--- config.mk ---
export PLATFORM = sky130hd
export DESIGN_NAME = pong_ball_engine_flat
export DESIGN_NICKNAME = d
export VERILOG_FILES = /design/src/rtl/pong_ball_engine_pkg.sv /design/src/rtl/pong_ball_engine_if.sv /design/src/rtl/pong_vel_sat.sv /design/src/rtl/pong_ball_engine.sv /design/src/flat_wrapper.sv
export SDC_FILE = /design/constraint.sdc
export NUM_CORES = 1
export LEC_CHECK = 0
export BUFFER_PORTS_ARGS = -buffer_cell sky130_fd_sc_hd__buf_2
export CAP_MARGIN = 20
export CORE_ASPECT_RATIO = 0.6
export CORE_MARGIN = 1.5
export CORE_UTILIZATION = 50
export CTS_CLUSTER_SIZE = 25
export DETAILED_ROUTE_END_ITERATION = 10
export PLACE_DENSITY = 0.69
export SYNTH_ARGS = -nofsm -noshare
export SYNTH_HDL_FRONTEND = slang
export SYNTH_HIERARCHICAL = 1
export SYNTH_SLANG_ARGS = --single-unit
--- constraint.sdc ---
create_clock -name clk -period 5.3 [get_ports clk]
set_clock_uncertainty 0.15 [all_clocks]
set_input_delay 0.53 -clock clk [delete_from_list [all_inputs] [get_ports clk]]
set_output_delay 0.53 -clock clk [all_outputs]
set_load 0.03 [all_outputs]
--- src/rtl/pong_ball_engine_pkg.sv ---
// Shared types and constants for the pong ball engine.
// Latency: n/a (declarations only).
// Backpressure: n/a.
package pong_pkg;

  localparam int VEL_W  = 4;   // signed velocity width
  localparam int POS_W  = 10;  // screen coordinate width
  localparam int CALC_W = 12;  // signed width for next-position maths
  localparam int ZONE_W = 3;

  // Bit positions inside a paddle zone vector {top,mid,bot}
  localparam int ZONE_TOP = 2;
  localparam int ZONE_MID = 1;
  localparam int ZONE_BOT = 0;

  typedef enum logic [1:0] {
    ST_IDLE   = 2'd0,
    ST_PLAY   = 2'd1,
    ST_SCORED = 2'd2
  } state_t;

  typedef logic signed [VEL_W-1:0] vel_t;

  // Vertical nudge from the paddle zone that struck the ball. Only a single
  // top or bottom bit deflects; mid alone or any multi-bit pattern counts as mid.
  function automatic vel_t zone_delta(input logic [ZONE_W-1:0] zone);
    logic [ZONE_W-1:0] top_only;
    logic [ZONE_W-1:0] bot_only;
    vel_t              d;
    top_only           = '0;
    top_only[ZONE_TOP] = 1'b1;
    bot_only           = '0;
    bot_only[ZONE_BOT] = 1'b1;
    d                  = vel_t'(0);
    if (zone == top_only) begin
      d = vel_t'(-1);
    end else if (zone == bot_only) begin
      d = vel_t'(1);
    end
    return d;
  endfunction

endpackage

--- src/rtl/pong_ball_engine_if.sv ---
// Frame-tick, video-scan, serve/paddle inputs and ball state outputs.
// Latency: n/a (wiring only).
// Backpressure: none; the master drives inputs every cycle.
interface pong_ball_engine_if;
  import pong_pkg::*;

  logic              en;
  logic [POS_W-1:0]  x;
  logic [POS_W-1:0]  y;
  logic              visible;
  logic              srv_l;
  logic              srv_r;
  logic [ZONE_W-1:0] hit_l;
  logic [ZONE_W-1:0] hit_r;
  logic [11:0]       rgb;
  logic [POS_W-1:0]  ball_x;
  logic [POS_W-1:0]  ball_y;
  vel_t              vx;
  vel_t              vy;
  logic              miss_l;
  logic              miss_r;
  logic              busy;

  modport master (
    output en, x, y, visible, srv_l, srv_r, hit_l, hit_r,
    input  rgb, ball_x, ball_y, vx, vy, miss_l, miss_r, busy
  );

  modport slave (
    input  en, x, y, visible, srv_l, srv_r, hit_l, hit_r,
    output rgb, ball_x, ball_y, vx, vy, miss_l, miss_r, busy
  );

endinterface

--- src/rtl/pong_vel_sat.sv ---
// Signed add clamped to +/-LIMIT.
// Latency: combinational.
// Backpressure: none.
module pong_vel_sat #(
  parameter int W     = 4,
  parameter int LIMIT = 5
) (
  input  logic signed [W-1:0] a,
  input  logic signed [W-1:0] b,
  output logic signed [W-1:0] sum
);

  localparam int WP = W + 1;
  localparam logic signed [W:0] LIM_P = WP'(LIMIT);
  localparam logic signed [W:0] LIM_N = WP'(-LIMIT);

  logic signed [W:0] raw;

  // One extra bit of headroom so the clamp sees the true sum
  always_comb begin
    raw = $signed({a[W-1], a}) + $signed({b[W-1], b});
    if (raw > LIM_P) begin
      sum = LIM_P[W-1:0];
    end else if (raw < LIM_N) begin
      sum = LIM_N[W-1:0];
    end else begin
      sum = raw[W-1:0];
    end
  end

endmodule

--- src/rtl/pong_ball_engine.sv ---
// Pong ball: serve, wall bounce, paddle deflection/speed-up, miss detect, pixel.
// Latency: state updates one clk after an en tick; rgb is combinational.
// Backpressure: none; every en tick is consumed.
module pong_ball_engine
  import pong_pkg::*;
#(
  parameter int          BALL_W       = 10,
  parameter int          BALL_H       = 10,
  parameter int          START_X      = 394,
  parameter int          START_Y      = 324,
  parameter int          LEFT_LIMIT   = 0,
  parameter int          RIGHT_LIMIT  = 799,
  parameter int          TOP_BOUND    = 136,
  parameter int          BOTTOM_BOUND = 502,
  parameter int          VX_INIT      = 2,
  parameter int          VX_MAX       = 6,
  parameter int          VY_MAX       = 5,
  parameter int          SPEEDUP_HITS = 4,
  parameter int          SCORE_HOLD   = 60,
  parameter logic [11:0] COLOR        = 12'hfff
) (
  input  logic               clk,
  input  logic               reset,
  pong_ball_engine_if.slave  io
);

  localparam int HIT_W  = $clog2(SPEEDUP_HITS + 1);
  localparam int HOLD_W = $clog2(SCORE_HOLD + 1);
  localparam int PW1    = POS_W + 1;

  localparam logic signed [CALC_W-1:0] LEFT_S  = CALC_W'(LEFT_LIMIT);
  localparam logic signed [CALC_W-1:0] RIGHT_S = CALC_W'(RIGHT_LIMIT);
  localparam logic signed [CALC_W-1:0] TOP_S   = CALC_W'(TOP_BOUND);
  localparam logic signed [CALC_W-1:0] BOT_S   = CALC_W'(BOTTOM_BOUND);
  localparam vel_t VX_INIT_V = vel_t'(VX_INIT);
  localparam vel_t VY_MAX_V  = vel_t'(VY_MAX);

  state_t            state_q, state_d;
  logic [POS_W-1:0]  ball_x_q, ball_x_d;
  logic [POS_W-1:0]  ball_y_q, ball_y_d;
  vel_t              vx_q, vx_d;
  vel_t              vy_q, vy_d;
  vel_t              srv_cnt_q, srv_cnt_d;
  logic [HIT_W-1:0]  hit_cnt_q, hit_cnt_d;
  logic [HOLD_W-1:0] hold_q, hold_d;
  logic              miss_l_q, miss_l_d;
  logic              miss_r_q, miss_r_d;

  logic signed [CALC_W-1:0] nx, ny;
  logic [POS_W-1:0]  y_wall, x_hit;
  vel_t              vy_wall, vy_hit, vx_mag, vx_mag_new, srv_next;
  logic              moving_l, moving_r, acc_l, acc_r, speedup;
  logic [ZONE_W-1:0] zone;
  logic [PW1-1:0]    x_end, y_end;

  // Next-position arithmetic, wide and signed so screen edges never wrap
  assign nx = $signed({{(CALC_W-POS_W){1'b0}}, ball_x_q})
            + $signed({{(CALC_W-VEL_W){vx_q[VEL_W-1]}}, vx_q});
  assign ny = $signed({{(CALC_W-POS_W){1'b0}}, ball_y_q})
            + $signed({{(CALC_W-VEL_W){vy_q[VEL_W-1]}}, vy_q});

  // A paddle only counts while the ball is heading toward it
  assign moving_l = vx_q[VEL_W-1];
  assign moving_r = !vx_q[VEL_W-1] && (vx_q != vel_t'(0));
  assign acc_l    = (|io.hit_l) && moving_l;
  assign acc_r    = (|io.hit_r) && moving_r;
  assign zone     = acc_l ? io.hit_l : io.hit_r;
  assign vx_mag   = moving_l ? -vx_q : vx_q;
  assign speedup  = (hit_cnt_q == HIT_W'(SPEEDUP_HITS - 1));
  assign srv_next = (srv_cnt_q == VY_MAX_V) ? -VY_MAX_V : srv_cnt_q + vel_t'(1);

  // Wall reflection: pin to the wall and mirror vy
  always_comb begin
    y_wall  = ny[POS_W-1:0];
    vy_wall = vy_q;
    if (ny <= TOP_S) begin
      y_wall  = POS_W'(TOP_BOUND);
      vy_wall = -vy_q;
    end else if (ny >= BOT_S) begin
      y_wall  = POS_W'(BOTTOM_BOUND);
      vy_wall = -vy_q;
    end
  end

  // Keep a paddle-saved ball on screen even if its step overshot the miss line
  always_comb begin
    x_hit = nx[POS_W-1:0];
    if (nx < LEFT_S) begin
      x_hit = POS_W'(LEFT_LIMIT);
    end else if (nx > RIGHT_S) begin
      x_hit = POS_W'(RIGHT_LIMIT);
    end
  end

  pong_vel_sat #(.W(VEL_W), .LIMIT(VY_MAX)) u_vy_sat (
    .a   (vy_wall),
    .b   (zone_delta(zone)),
    .sum (vy_hit)
  );

  pong_vel_sat #(.W(VEL_W), .LIMIT(VX_MAX)) u_vx_sat (
    .a   (vx_mag),
    .b   (speedup ? vel_t'(1) : vel_t'(0)),
    .sum (vx_mag_new)
  );

  // Next-state logic; everything but the miss pulse holds between en ticks
  always_comb begin
    state_d   = state_q;
    ball_x_d  = ball_x_q;
    ball_y_d  = ball_y_q;
    vx_d      = vx_q;
    vy_d      = vy_q;
    srv_cnt_d = srv_cnt_q;
    hit_cnt_d = hit_cnt_q;
    hold_d    = hold_q;
    miss_l_d  = 1'b0;
    miss_r_d  = 1'b0;
    if (io.en) begin
      srv_cnt_d = srv_next;
      unique case (state_q)
        ST_IDLE: begin
          if (io.srv_l ^ io.srv_r) begin
            state_d = ST_PLAY;
            vx_d    = io.srv_l ? VX_INIT_V : -VX_INIT_V;
            vy_d    = srv_cnt_q;
          end
        end
        ST_PLAY: begin
          ball_y_d = y_wall;
          if (acc_l || acc_r) begin
            ball_x_d  = x_hit;
            vy_d      = vy_hit;
            vx_d      = moving_r ? -vx_mag_new : vx_mag_new;
            hit_cnt_d = speedup ? '0 : hit_cnt_q + HIT_W'(1);
          end else if ((nx <= LEFT_S && moving_l) || (nx >= RIGHT_S && moving_r)) begin
            miss_l_d  = moving_l;
            miss_r_d  = moving_r;
            ball_x_d  = POS_W'(START_X);
            ball_y_d  = POS_W'(START_Y);
            vx_d      = vel_t'(0);
            vy_d      = vel_t'(0);
            hit_cnt_d = '0;
            hold_d    = '0;
            state_d   = ST_SCORED;
          end else begin
            ball_x_d = nx[POS_W-1:0];
            vy_d     = vy_wall;
          end
        end
        ST_SCORED: begin
          if (hold_q == HOLD_W'(SCORE_HOLD - 1)) begin
            hold_d  = '0;
            state_d = ST_IDLE;
          end else begin
            hold_d = hold_q + HOLD_W'(1);
          end
        end
        default: state_d = ST_IDLE;
      endcase
    end
  end

  // State registers with synchronous reset overriding en
  always_ff @(posedge clk) begin
    if (reset) begin
      state_q   <= ST_IDLE;
      ball_x_q  <= POS_W'(START_X);
      ball_y_q  <= POS_W'(START_Y);
      vx_q      <= vel_t'(0);
      vy_q      <= vel_t'(0);
      srv_cnt_q <= vel_t'(0);
      hit_cnt_q <= '0;
      hold_q    <= '0;
      miss_l_q  <= 1'b0;
      miss_r_q  <= 1'b0;
    end else begin
      state_q   <= state_d;
      ball_x_q  <= ball_x_d;
      ball_y_q  <= ball_y_d;
      vx_q      <= vx_d;
      vy_q      <= vy_d;
      srv_cnt_q <= srv_cnt_d;
      hit_cnt_q <= hit_cnt_d;
      hold_q    <= hold_d;
      miss_l_q  <= miss_l_d;
      miss_r_q  <= miss_r_d;
    end
  end

  // Ball pixel test against the live scan position
  assign x_end  = {1'b0, ball_x_q} + PW1'(BALL_W);
  assign y_end  = {1'b0, ball_y_q} + PW1'(BALL_H);
  assign io.rgb = (io.visible && (io.x >= ball_x_q) && ({1'b0, io.x} < x_end) &&
                   (io.y >= ball_y_q) && ({1'b0, io.y} < y_end)) ? COLOR : 12'h000;

  assign io.ball_x = ball_x_q;
  assign io.ball_y = ball_y_q;
  assign io.vx     = vx_q;
  assign io.vy     = vy_q;
  assign io.miss_l = miss_l_q;
  assign io.miss_r = miss_r_q;
  assign io.busy   = (state_q != ST_IDLE);

endmodule

--- src/flat_wrapper.sv ---
// flat-port wrapper written by rule: the top's interface ports become plain ports
module pong_ball_engine_flat import pong_pkg::*;
#(
  parameter int          BALL_W       = 10,
  parameter int          BALL_H       = 10,
  parameter int          START_X      = 394,
  parameter int          START_Y      = 324,
  parameter int          LEFT_LIMIT   = 0,
  parameter int          RIGHT_LIMIT  = 799,
  parameter int          TOP_BOUND    = 136,
  parameter int          BOTTOM_BOUND = 502,
  parameter int          VX_INIT      = 2,
  parameter int          VX_MAX       = 6,
  parameter int          VY_MAX       = 5,
  parameter int          SPEEDUP_HITS = 4,
  parameter int          SCORE_HOLD   = 60,
  parameter logic [11:0] COLOR        = 12'hfff
)
  (clk, reset, io_en, io_x, io_y, io_visible, io_srv_l, io_srv_r, io_hit_l, io_hit_r, io_rgb, io_ball_x, io_ball_y, io_vx, io_vy, io_miss_l, io_miss_r, io_busy);
  pong_ball_engine_if io_i ();
  input  logic clk;
  input  logic reset;
  input wire logic [$bits(io_i.en)-1:0] io_en;
  input wire logic [$bits(io_i.x)-1:0] io_x;
  input wire logic [$bits(io_i.y)-1:0] io_y;
  input wire logic [$bits(io_i.visible)-1:0] io_visible;
  input wire logic [$bits(io_i.srv_l)-1:0] io_srv_l;
  input wire logic [$bits(io_i.srv_r)-1:0] io_srv_r;
  input wire logic [$bits(io_i.hit_l)-1:0] io_hit_l;
  input wire logic [$bits(io_i.hit_r)-1:0] io_hit_r;
  output wire logic [$bits(io_i.rgb)-1:0] io_rgb;
  output wire logic [$bits(io_i.ball_x)-1:0] io_ball_x;
  output wire logic [$bits(io_i.ball_y)-1:0] io_ball_y;
  output wire logic [$bits(io_i.vx)-1:0] io_vx;
  output wire logic [$bits(io_i.vy)-1:0] io_vy;
  output wire logic [$bits(io_i.miss_l)-1:0] io_miss_l;
  output wire logic [$bits(io_i.miss_r)-1:0] io_miss_r;
  output wire logic [$bits(io_i.busy)-1:0] io_busy;
  assign io_i.en = io_en;
  assign io_i.x = io_x;
  assign io_i.y = io_y;
  assign io_i.visible = io_visible;
  assign io_i.srv_l = io_srv_l;
  assign io_i.srv_r = io_srv_r;
  assign io_i.hit_l = io_hit_l;
  assign io_i.hit_r = io_hit_r;
  assign io_rgb = io_i.rgb;
  assign io_ball_x = io_i.ball_x;
  assign io_ball_y = io_i.ball_y;
  assign io_vx = io_i.vx;
  assign io_vy = io_i.vy;
  assign io_miss_l = io_i.miss_l;
  assign io_miss_r = io_i.miss_r;
  assign io_busy = io_i.busy;
  pong_ball_engine #(.BALL_W(BALL_W), .BALL_H(BALL_H), .START_X(START_X), .START_Y(START_Y), .LEFT_LIMIT(LEFT_LIMIT), .RIGHT_LIMIT(RIGHT_LIMIT), .TOP_BOUND(TOP_BOUND), .BOTTOM_BOUND(BOTTOM_BOUND), .VX_INIT(VX_INIT), .VX_MAX(VX_MAX), .VY_MAX(VY_MAX), .SPEEDUP_HITS(SPEEDUP_HITS), .SCORE_HOLD(SCORE_HOLD), .COLOR(COLOR)) u_core (.clk(clk), .reset(reset), .io(io_i));
endmodule
Yosys cells after proc, flatten, opt, wreduce, memory -nomap -nowiden:

Cells that the tools add are included.

* memory bits (read-only): 0
* input port bits: 32
* logic and storage cells: 122
* output and inout bits: 43
* bits in latches: 0
* flip-flop bits (word level): 45
* bits in writable memories: 0
* memories kept: 0

* add/subtract/negate cells: 12
* shift-type cells: 0
* reductions and logical operators: 27
* bitwise gates (word level): 4
* mux-type cells: 43
* multiply operators: 0
* magnitude comparators: 14
* div/mod/pow operators: 0
* equality and inequality tests: 12

Operators with widths (number)
* two-way mux 10 bit: 8
* two-way mux 4 bit: 17
* adder 11 x 4 -> 12 bit: 2
* adder 10 x 4 -> 11 bit, second input constant: 2
* less-than comparator 10 x 11 -> 1 bit: 2
* greater-or-equal comparator 10 bit: 2
* two-way mux 6 bit: 3
* case mux 4 bit (2 select lines): 2
* greater-or-equal comparator 12 x 10 -> 1 bit, second input constant: 1
* greater-or-equal comparator 12 x 11 -> 1 bit, second input constant: 1
* greater-than comparator 12 x 11 -> 1 bit, second input constant: 1
* less-or-equal comparator 12 x 1 -> 1 bit, second input constant: 1
* less-or-equal comparator 12 x 9 -> 1 bit, second input constant: 1
* less-than comparator 12 x 1 -> 1 bit, second input constant: 1
* two-way mux 12 bit: 1
* two-way mux 3 bit: 4
* negation 4 bit: 3
* case mux 6 bit (2 select lines): 1
* greater-than comparator 5 x 4 -> 1 bit, second input constant: 2
* less-than comparator 5 x 4 -> 1 bit, second input constant: 2
* logical AND 1 bit: 9
* two-way mux 2 bit: 4
* AND reduction 4 bit: 2
* nonzero test 2 bit: 4
* other kinds (28): 36

Logic depth before layout (Yosys ltp):

Gate-level depths: netlist of the first run.

* word-level depth: 12
* mapped depth: 18
* depth with buffers taken out: 18

By module:

Netlist of the first run, hierarchy kept.

Modules (own cells, without submodules)
* pong_ball_engine: seq. area each 900.9 um^2, area an instance 4932.2 um^2, cells an instance 618, instances 1
* pong_vel_sat (u_core.u_vx_sat): seq. area each 0.0 um^2, area an instance 219.0 um^2, cells an instance 31, instances 1
* pong_vel_sat (u_core.u_vy_sat): seq. area each 0.0 um^2, area an instance 214.0 um^2, cells an instance 26, instances 1

Least setup slack after synthesis of the first run:

Ideal clock, no wire load.

* path kind: flip-flop to output port
* start point: register u_core.ball_x_q[1] (netlist: u_core/io.ball_x[1])
* end point: output port io_rgb[10]
* stages on the path, launching flop included: 13
* buffers on the path: 1
* arrival time: 4.260 ns
* required time: 4.620 ns
* slack: 0.360 ns
* cells stage by stage: dfxtp_1 -> ha_1 -> inv_1 -> ha_1 -> a21o_1 -> a21o_1 -> a21o_1 -> a21oi_1 -> o21ai_0 -> a211oi_1 -> nor3_1 -> nor4_1 -> buf_4

* word-level cells in the longest chain between the ends: 6
* elaborated cells on any way between the ends: 8
* those cells by class: add/sub (1); order compare (2); mux (1); reduce/logical (4)

Ends and longest elaborated chain
* start: declaration: RTL line pong_ball_engine.sv:39 `logic [POS_W-1:0] ball_x_q, ball_x_d;`
* start signal: assignment: RTL line pong_ball_engine.sv:168 `ball_x_q <= POS_W'(START_X);`
* start signal: assignment: RTL line pong_ball_engine.sv:179 `ball_x_q <= ball_x_d;`
* adder 10 x 4 -> 11 bit / greater-or-equal comparator 10 bit (equally long branches): RTL line pong_ball_engine.sv:192, pong_ball_engine.sv:194
* less-than comparator 10 x 11 -> 1 bit / logical AND 1 bit (equally long branches): RTL line pong_ball_engine.sv:194 `assign io.rgb = (io.visible && (io.x >= ball_x_q) && ({1'b0, io.x} < x_end) &&`
* logical AND 1 bit * (2 in series): RTL line pong_ball_engine.sv:194
* logical AND 1 bit *: RTL line pong_ball_engine.sv:195 `(io.y >= ball_y_q) && ({1'b0, io.y} < y_end)) ? COLOR : 12'h000;`
* two-way mux 12 bit *: RTL line pong_ball_engine.sv:195
* end: declaration: RTL line flat_wrapper.sv:31 `output wire logic [$bits(io_i.rgb)-1:0] io_rgb;`

Every way passes the cells marked *; elsewhere a longest branch is shown, timed or not.

Final worst setup path of the first run:

* start point: register u_core.vy_q[0] (netlist: u_core/io.vy[0])
* end point: register u_core.vy_q[2] (netlist: u_core/io.vy[2])

* word-level cells in the longest chain between the ends: 10
* elaborated cells on any way between the ends: 14
* those cells by class: add/sub (3); order compare (4); mux (7)

Ends and longest elaborated chain
* start: declaration: RTL line pong_ball_engine.sv:42 `vel_t vy_q, vy_d;`
* start signal: assignment: RTL line pong_ball_engine.sv:171 `vy_q <= vel_t'(0);`
* start signal: assignment: RTL line pong_ball_engine.sv:182 `vy_q <= vy_d;`
* adder 11 x 4 -> 12 bit: RTL line pong_ball_engine.sv:60 `+ $signed({{(CALC_W-VEL_W){vy_q[VEL_W-1]}}, vy_q});`
* greater-or-equal comparator 12 x 10 -> 1 bit: RTL line pong_ball_engine.sv:79 `end else if (ny >= BOT_S) begin`
* two-way mux 4 bit: RTL line pong_ball_engine.sv:79
* two-way mux 4 bit *: RTL line pong_ball_engine.sv:76 `if (ny <= TOP_S) begin`
* via u_core.vy_wall[1]: RTL line pong_ball_engine.sv:51 `vel_t vy_wall, vy_hit, vx_mag, vx_mag_new, srv_next;`
* adder 4 x 4 -> 5 bit *: RTL line pong_vel_sat.sv:21 `raw = $signed({a[W-1], a}) + $signed({b[W-1], b});`
* less-than comparator 5 x 4 -> 1 bit: RTL line pong_vel_sat.sv:24 `end else if (raw < LIM_N) begin`
* two-way mux 4 bit: RTL line pong_vel_sat.sv:24
* two-way mux 4 bit *: RTL line pong_vel_sat.sv:22 `if (raw > LIM_P) begin`
* via u_core.vy_hit[2]: RTL line pong_ball_engine.sv:51
* two-way mux 4 bit *: RTL line pong_ball_engine.sv:131 `if (acc_l || acc_r) begin`
* case mux 4 bit (2 select lines) *: RTL line pong_ball_engine.sv:121 `unique case (state_q)`

The timed path passes the listed nets; every way through them passes the cells marked *.
A chain may end at the register's enable or synchronous reset.

==> impl_metrics.tcl, run 1 <==
set metrics [dict create \
    slew_violations 0 \
    synth_cells 675 \
    n_fill_cell 997 \
    post-route-period-util_pct 95.8 \
    fmax_mhz 197 \
    crit_fanout 6 \
    fin_crit_ns 5.08 \
    core_mm2 0.0105 \
    synth_edf_count 0 \
    ys_ff_latch 45 \
    fin_hold_ws_ns 0.344 \
    crit_top_cell "ha_1" \
    syn_to_final_growth_pct 11.7 \
    power_mw 1.66 \
    critPathKind "flop to flop" \
    ant_nets 0 \
    cp_slowest_cell "fa_1" \
    power_frac_comb_pct 53.3 \
    nets 846 \
    cts.clk_slew.worst_paths_ns 0.06 \
    place_ws_ns 0.209 \
    wire_per_inst_um 17.0 \
    cpLargestDelayFamily "compound AO/OA/AOI/OAI gates" \
    antenna_found_initial 0 \
    routed.top_layer "met4" \
    post-route-cell-area_mm2 0.00599 \
    drive_above_1_share_pct 17.8 \
    max_cap_violations 0 \
    die_area_mm2 0.0114 \
    postPlaceCellArea_mm2 0.00576 \
    path_cells "ha_1 -> fa_1 -> a211o_4 -> a2111o_1 -> nand4_1 -> a2111oi_0 -> o21ai_1 -> nor3b_4 -> mux2_4 -> ha_1 -> a21o_1 -> a21oi_2 -> xnor2_1 -> maj3_2 -> a221oi_2 -> o21ai_0 -> a21oi_1 -> a211oi_2" \
    n_antenna_cell 0 \
    initialDrtViolationCount 334 \
    numPlacedInstances 862 \
    cts-root-buf "clkbuf_16" \
    crit_path_start_kind "flop" \
    port_buffers 74 \
    avgSynthCellArea_um2 7.95 \
    synth_area_leader_cell "ha_1" \
    yosys_warnings 6 \
    r2r_start "u_core/io.vy[0]" \
    power_density_mw_per_mm2 277 \
    die_h_um 83.2 \
    rsz0062_at_grt "no" \
    synthMostInstantiatedCell "ha_1" \
    drc 0 \
    dp_hpwl_um 11700 \
    num_vias 5275 \
    yosysTopAreaCellShare_pct 18.0 \
    hold_viol 0 \
    io_pins 75 \
    leakagePower_nw 2.71 \
    grt_pass1_wl_um 23800 \
    slowest_delay_ns 0.46 \
    post-route-util_pct 57.1 \
    grt_max_degree 42 \
    grt-ovfl-total 0 \
    slew_headroom_pct 40.3 \
    vdd_drop_max_mv 0.153 \
    ys_seq_area_share_pct 16.8 \
    clk_latency_ns 0.29 \
    yosys-top-cells-count "ha_1, inv_1, a21oi_1" \
    min-delay-path-class "flop to flop" \
    met1_length_um 7370 \
    synth_cell_type_count 86 \
    seqPwrFrac_pct 24.4 \
    grt_pass1_vias 4832 \
    clock_power_share_pct 22.4 \
    tns_ns 0 \
    htreeDepth 2 \
    rows 29 \
    initial_utilization_pct 51.2 \
    endpoint_kind "flop" \
    routed_wl_um 14800 \
    track_usage_pct 25.8 \
    cts.sinks 45 \
    synthFlopType "dfxtp_1" \
    crit_start "u_core/io.vy[0]" \
    netlist_area_mm2 0.00537 \
    fp.dieW_um 137 \
    fin_cells 873 \
    status "completed" \
    dr_wl_met3_um 1360 \
    p_int_mw 0.938 \
    viasPerCell 6.04 \
    finalSetupViolCount 0 \
    dr.pass1.iters 6 \
    setup_ws_ns 0.220 \
    cts_tree "built" \
    arrival_ns 5.06 \
    ys_top_cells_by_area "ha_1, dfxtp_1, xnor2_1" \
    worst-path-buf-inv 0 \
    cts_buffers 5 \
    gp_congestion 0.949 \
    p_sw_share_pct 43.4 \
    routed-wl-met2_um 5930 \
    critPathRequiredTime_ns 5.29 \
    async_flop_share_pct 0 \
    p_switching_mw 0.721 \
    clk_path_buf_depth 2 \
    tightest_slew_ns 0.895 \
    hp-start "u_core/hit_cnt_q[2]" \
]
==> final cells by class <==
class / instances / area [um2] / share of cell area [%]
multi-input cells: 545 / 4110 / 68.5
well taps: 139 / 174 / 2.90
clock buffers: 6 / 139 / 2.32
flip-flops and latches: 45 / 901 / 15.0
repair buffers: 82 / 430 / 7.18
inverters: 54 / 203 / 3.38
clock inverters: 2 / 37.5 / 0.627
==> routing by layer <==
layer,up-vias,GRT usage [%]
li1,2575,-
met1,2452,39.2
met2,228,37.8
met3,20,4.27
met4,0,5.32
met5,-,0
==> sequential cells by signal (all words and copies together) (netlist names) <==
signal,cells
u_core/io.miss_l,1
u_core/io.miss_r,1
u_core/srv_cnt_q,4
u_core/io.vy,4
u_core/hold_q,6
u_core/io.ball_x,10
u_core/state_q,2
u_core/io.vx,4
u_core/hit_cnt_q,3
u_core/io.ball_y,10
==> power groups by stage <==
stage | sequential, mW | clock (mW) | combinational, mW
after global placement | 0.410 | 0 | 0.806
after detailed placement | 0.411 | 0 | 0.833
after floorplan | 0.426 | 0 | 0.632
after global routing | 0.409 | 0.394 | 0.964
final | 0.404 | 0.371 | 0.884
after CTS | 0.404 | 0.377 | 0.840
==> cell families after synthesis <==
group	after synthesis	synth area share, %
DFF	45	16.8
adders and majority gates	82	19.7
buffers and inverters	88	7.53
other	1	0.0699
muxes	4	0.839
and+or+nand+nor	200	19.7
AOI/OAI and AO/OA	215	28.9
xor gates and xnor gates	40	6.53
==> layout by cell type (no fill, tap or decap), types with 5 or more instances in the layout <==
master,instances
or2_2,5
nand4_1,6
a21oi_1,49
nand2_1,40
o21ai_1,8
inv_1,53
ha_1,77
xnor2_1,29
nand3_1,14
nor4_1,11
o21a_1,6
buf_2,74
nor2b_1,14
a31oi_1,9
nor3b_1,6
o21ai_0,33
o211ai_1,9
nand2b_1,7
nor3_1,22
clkbuf_16,5
a211oi_1,13
nor2_1,47
xor2_1,10
dfxtp_1,45
buf_4,8
a21o_1,24
==> final timing paths <==
check                           depth (start not counted)  slack, ns                   to
worst max-delay path                                   18       0.22      u_core/io.vy[2]
worst max register to register                         18       0.22      u_core/io.vy[2]
worst min register to register                          1       0.34  u_core/hit_cnt_q[2]
worst min-delay path                                    1       0.34  u_core/hit_cnt_q[2]
==> repair_timing <==
item	in CTS	in global routing
gates resized for setup	0	4
setup buffers	0	3
hold buffers	0	0
endpoints found under the setup margin	0	2
No activity file was read; power rests on OpenSTA's default activity.
==> run 2, diff against run 1 <==
- RECOVER_POWER: not set -> 50
==> impl_metrics.tcl, run 2 (synthesis results as in run 1) <==
set metrics [dict create \
    cts_tree "built" \
    post-route-period-util_pct 96.3 \
    seq_area_um2 901 \
    leakagePower_nw 2.60 \
    cts.clk_slew.worst_paths_ns 0.06 \
    max_cap_violations 0 \
    viasPerCell 5.99 \
    cts-root-buf "clkbuf_16" \
    drive_above_1_share_pct 13.4 \
    fp.dieW_um 137 \
    gp_congestion 0.949 \
    antenna_found_initial 0 \
    n_fill_cell 1014 \
    slew_violations 0 \
    htreeDepth 2 \
    vdd_drop_max_mv 0.153 \
    die_area_mm2 0.0114 \
    min-delay-path-class "flop to flop" \
    cts_buffers 5 \
    initialDrtViolationCount 382 \
    core_mm2 0.0105 \
    critPathRequiredTime_ns 5.29 \
    grt_max_degree 42 \
    grt_pass1_vias 4832 \
    num_vias 5232 \
    rows 29 \
    grt-ovfl-total 0 \
    fmax_mhz 196 \
    crit_fanout 6 \
    dp_hpwl_um 11700 \
    fin_crit_ns 5.11 \
    crit_top_cell "ha_1" \
    final_common_cell "ha_1" \
    clk_path_buf_depth 2 \
    layout_common_cells "ha_1, inv_1, a21oi_1" \
    finalSetupViolCount 0 \
    slowest_delay_ns 0.46 \
    die_h_um 83.2 \
    grt_pass1_wl_um 23800 \
    endpoint_kind "flop" \
    wire_per_inst_um 16.9 \
    multiInputGateArea_mm2 0.00409 \
    routed_wl_um 14700 \
    tightest_slew_ns 0.825 \
    routed.top_layer "met4" \
    cp_slowest_cell "fa_1" \
    slew_headroom_pct 45.0 \
    power_density_mw_per_mm2 278 \
    routed-wl-met2_um 5910 \
    met1_length_um 7420 \
    reg2reg_depth 18 \
    initial_utilization_pct 51.2 \
    arrival_ns 5.10 \
    min_path_cells 1 \
    rsz0062_at_grt "no" \
    crit_path_start_kind "flop" \
    io_pins 75 \
    holdBufCountCts 0 \
    path_depth 18 \
    dr.pass1.iters 5 \
    nets 846 \
    status "completed" \
    ant_nets 0 \
    hold_viol 0 \
    dr_wl_met3_um 1280 \
    critPathKind "flop to flop" \
    worst-path-buf-inv 0 \
    cpLargestDelayFamily "compound AO/OA/AOI/OAI gates" \
    clk_latency_ns 0.29 \
    port_buffers 74 \
    cts.sinks 45 \
    power_mw 1.65 \
    drc 0 \
    path_cells "ha_1 -> fa_1 -> a211o_4 -> a2111o_1 -> nand4_1 -> a2111oi_0 -> o21ai_1 -> nor3b_4 -> mux2_4 -> ha_1 -> a21o_1 -> a21oi_2 -> xnor2_1 -> maj3_2 -> a221oi_2 -> o21ai_0 -> a21oi_1 -> a211oi_2" \
    tns_ns 0 \
    track_usage_pct 25.8 \
    n_antenna_cell 0 \
    syn_to_final_growth_pct 10.5 \
]
## run 2: routing by layer
metal  GRT usage, %  vias to the layer above
met5              0                        -
met4           5.32                        0
met1           39.2                     2413
li1               -                     2572
met3           4.27                       20
met2           37.8                      227
## run 2: final cells by class
cell class                      instances  area share [%]
Sequential cell                        45            15.2
Multi-Input combinational cell        545            68.9
Clock buffer                            6            2.34
Clock inverter                          2           0.633
Inverter                               54            3.42
Timing Repair Buffer                   82            6.60
Tap cell                              139            2.93
## run 2: metrics by stage
step | util, % | std cells | hold WS (ns) | cell area (um2) | worst slack, ns
after global placement | 54.9 | 862 | 0.316 | 5760 | 0.385
after detailed placement | 54.9 | 862 | 0.327 | 5760 | 0.209
after floorplan | - | 678 | 0.303 | 5380 | 0.360
after global routing | 56.6 | 873 | 0.367 | 5930 | 0.0497
final | 56.6 | 873 | 0.343 | 5930 | 0.195
after CTS | 56.6 | 870 | 0.335 | 5930 | 0.160
## run 2: where the power goes
group          switching (mW)  total [mW]  internal (mW)
Sequential             0.0439       0.405          0.361
Clock                   0.136       0.371          0.235
Combinational           0.538       0.873          0.335
## run 2: worst paths after layout
check,end,slack [ns],startpoint
setup / recovery,u_core/io.vy[2],0.19,u_core/io.vy[0]
hold / removal,u_core/hit_cnt_q[2],0.34,u_core/hit_cnt_q[2]
setup reg to reg,u_core/io.vy[2],0.19,u_core/io.vy[0]
hold reg to reg,u_core/hit_cnt_q[2],0.34,u_core/hit_cnt_q[2]
## run 2: worst register-to-register path, stage by stage (launching register included)
cell	delay (ns)
dfxtp_1	0.37
ha_1	0.26
fa_1	0.46
a211o_4	0.38
a2111o_1	0.37
nand4_1	0.12
a2111oi_0	0.10
o21ai_1	0.23
nor3b_4	0.37
mux2_4	0.36
ha_1	0.30
a21o_1	0.18
a21oi_2	0.15
xnor2_1	0.13
maj3_2	0.34
a221oi_2	0.28
o21ai_0	0.13
a21oi_1	0.21
a211oi_2	0.07
## run 2: repair_timing
action                                  4_1_cts  5_1_grt
setup buffers                                 0        3
resized for setup                             0        4
endpoints found under the setup margin        0        2
==> run 3, diff against run 2 <==
- ABC_AREA: not set -> 1
- PLACE_DENSITY: 0.69 -> 0.68
==> impl_metrics.tcl, run 3 <==
set metrics [dict create \
    status "completed" \
    post_cts_resized 0 \
    cts-root-buf "clkbuf_16" \
    htreeDepth 2 \
    ys_ff_latch 45 \
    reg2reg_depth 18 \
    hold-path-endpoint "u_core/hit_cnt_q[1]" \
    cts_tree "built" \
    min_path_cells 2 \
    postCtsSetupRepairBufs 0 \
    antenna_found_initial 0 \
    yosysTopAreaCellShare_pct 16.2 \
    grt_pass1_vias 5300 \
    grt_pass1_wl_um 26400 \
    finalSetupViolCount 0 \
    synthMostInstantiatedCell "nand2_1" \
    die_h_um 87.4 \
    min-delay-path-class "flop to flop" \
    nets 1108 \
    io_pins 75 \
    port_buffers 74 \
    routed.top_layer "met4" \
    max_cap_violations 0 \
    clk_path_buf_depth 2 \
    initialDrtViolationCount 472 \
    cts.clk_slew.worst_paths_ns 0.07 \
    async_flop_share_pct 0 \
    slew_headroom_pct 22.3 \
    r2r_start "u_core/io.vx[3]" \
    tightest_slew_ns 1.16 \
    synthFlopType "dfxtp_1" \
    synth_edf_count 0 \
    clk_latency_ns 0.30 \
    met1_length_um 9000 \
    ys_seq_area_share_pct 15.2 \
    setup_ws_ns 0.774 \
    initial_utilization_pct 52.0 \
    hp-start "u_core/hit_cnt_q[1]" \
    synth_cell_type_count 54 \
    arrival_ns 4.56 \
    synth_cells 931 \
    hold_viol 0 \
    grt_max_degree 26 \
    fmax_mhz 221 \
    dr.pass1.iters 5 \
    crit_path_start_kind "flop" \
    postPlaceCellArea_mm2 0.00639 \
    ff2ff_setup_slack_ns 0.77 \
    rows 30 \
    rsz0062_at_grt "no" \
    power_mw 1.76 \
    dp_hpwl_um 13000 \
    p_sw_share_pct 46.4 \
    critPathKind "flop to flop" \
    avgSynthCellArea_um2 6.37 \
    power_frac_comb_pct 53.7 \
    p_int_mw 0.944 \
    critPathRequiredTime_ns 5.34 \
    dr_wl_met3_um 1120 \
    tns_ns 0 \
    p_switching_mw 0.818 \
    n_fill_cell 1198 \
    fp.dieW_um 144 \
    gp_congestion 0.912 \
    cts_buffers 5 \
    ant_nets 0 \
    post-route-period-util_pct 85.4 \
    n_antenna_cell 0 \
    crit_fanout 18 \
    leakagePower_nw 3.28 \
    vdd_drop_max_mv 0.163 \
    numPlacedInstances 1148 \
    viasPerCell 5.27 \
    multiInputGateArea_mm2 0.00430 \
    seq_area_um2 901 \
    layout_common_cells "nand2_1, inv_1, ha_1" \
    die_area_mm2 0.0125 \
    endpoint_kind "flop" \
    post-route-cell-area_mm2 0.00649 \
    routed-wl-met2_um 5710 \
    power_density_mw_per_mm2 272 \
    clock_power_share_pct 23.6 \
    fin_cells 1156 \
    num_vias 6087 \
    netlist_area_mm2 0.00593 \
    slew_violations 0 \
    drc 0 \
    track_usage_pct 26.2 \
    routed_wl_um 15900 \
    syn_to_final_growth_pct 9.34 \
    cts.sinks 45 \
    yosys-top-cells-count "nand2_1, inv_1, ha_1" \
    wire_per_inst_um 13.8 \
    ys_top_cells_by_area "ha_1, dfxtp_1, nand2_1" \
    grt-ovfl-total 0 \
    place_ws_ns 1.08 \
    synth_area_leader_cell "ha_1" \
    drive_above_1_share_pct 10.9 \
    seqPwrFrac_pct 22.7 \
    yosys_warnings 6 \
    reg2reg_to "u_core/io.vx[0]" \
    core_mm2 0.0114 \
    fin_crit_ns 4.53 \
    final_common_cell "nand2_1" \
    holdBufCountCts 0 \
]
## run 3: layer usage
| metal | vias to the layer above | track usage (%) |
|---|---|---|
| met1 | 2702 | 42.5 |
| met4 | 0 | 3.80 |
| met3 | 10 | 4.01 |
| li1 | 3170 | - |
| met5 | - | 0 |
| met2 | 205 | 35.9 |
## run 3: worst max path at each step
stage                              from              end  slack [ns]
floorplan           u_core/io.ball_x[1]       io_rgb[10]        0.86
CTS                 u_core/io.ball_x[1]       io_rgb[10]        0.86
global route        u_core/io.ball_x[1]        io_rgb[5]        0.34
global placement        u_core/io.vy[0]  u_core/io.vy[0]        1.17
detailed placement      u_core/io.vy[3]  u_core/io.vy[0]        1.08
finish                  u_core/io.vx[3]  u_core/io.vx[0]        0.77
## run 3: power by group through the flow
| stage | combinational, mW | sequential [mW] | clock [mW] |
|---|---|---|---|
| floorplan | 0.730 | 0.425 | 0 |
| global placement | 0.949 | 0.408 | 0 |
| detailed placement | 0.956 | 0.408 | 0 |
| CTS | 0.962 | 0.400 | 0.420 |
| global route | 1.07 | 0.404 | 0.438 |
| finish | 0.946 | 0.400 | 0.416 |
## run 3: per-stage QoR
stage | util, % | hold WS, ns
floorplan | - | 0.289
global placement | 56.0 | 0.312
detailed placement | 56.0 | 0.313
CTS | 57.7 | 0.323
global route | 56.8 | 0.345
finish | 56.8 | 0.324
## run 3: kinds of logic after synthesis
logic type	share of synthesized area [%]
other	0.0632
flip-flops	15.2
XOR/XNOR	4.30
AO/OA/AOI/OAI	13.8
AND/OR/NAND/NOR	37.2
adder cells (fa/ha/maj)	17.6
buffers and inverters	11.8
## run 3: final cells by class
cell class | count | share of cell area (%)
tap | 160 | 3.09
multi-input combinational | 720 | 66.3
inverter | 146 | 8.47
clock inverter | 3 | 1.06
clock buffer | 5 | 1.93
sequential | 45 | 13.9
timing repair buffer | 77 | 5.30
## run 3: worst max-delay path, stage by stage, from the launching register on
cell and delay (ns):
dfxtp_1 0.38, clkbuf_1 0.81, ha_1 0.48, a21oi_1 0.43
nor2_1 0.11, nor2_2 0.11, nand3_1 0.08, nand2_1 0.16
inv_2 0.04, nor2_1 0.20, nand2_1 0.09, nand2_1 0.10
nand3_1 0.14, nand3_1 0.38, clkinvlp_2 0.32, nand2_4 0.19
nand3_1 0.08, nand2_1 0.08, nor2_1 0.05
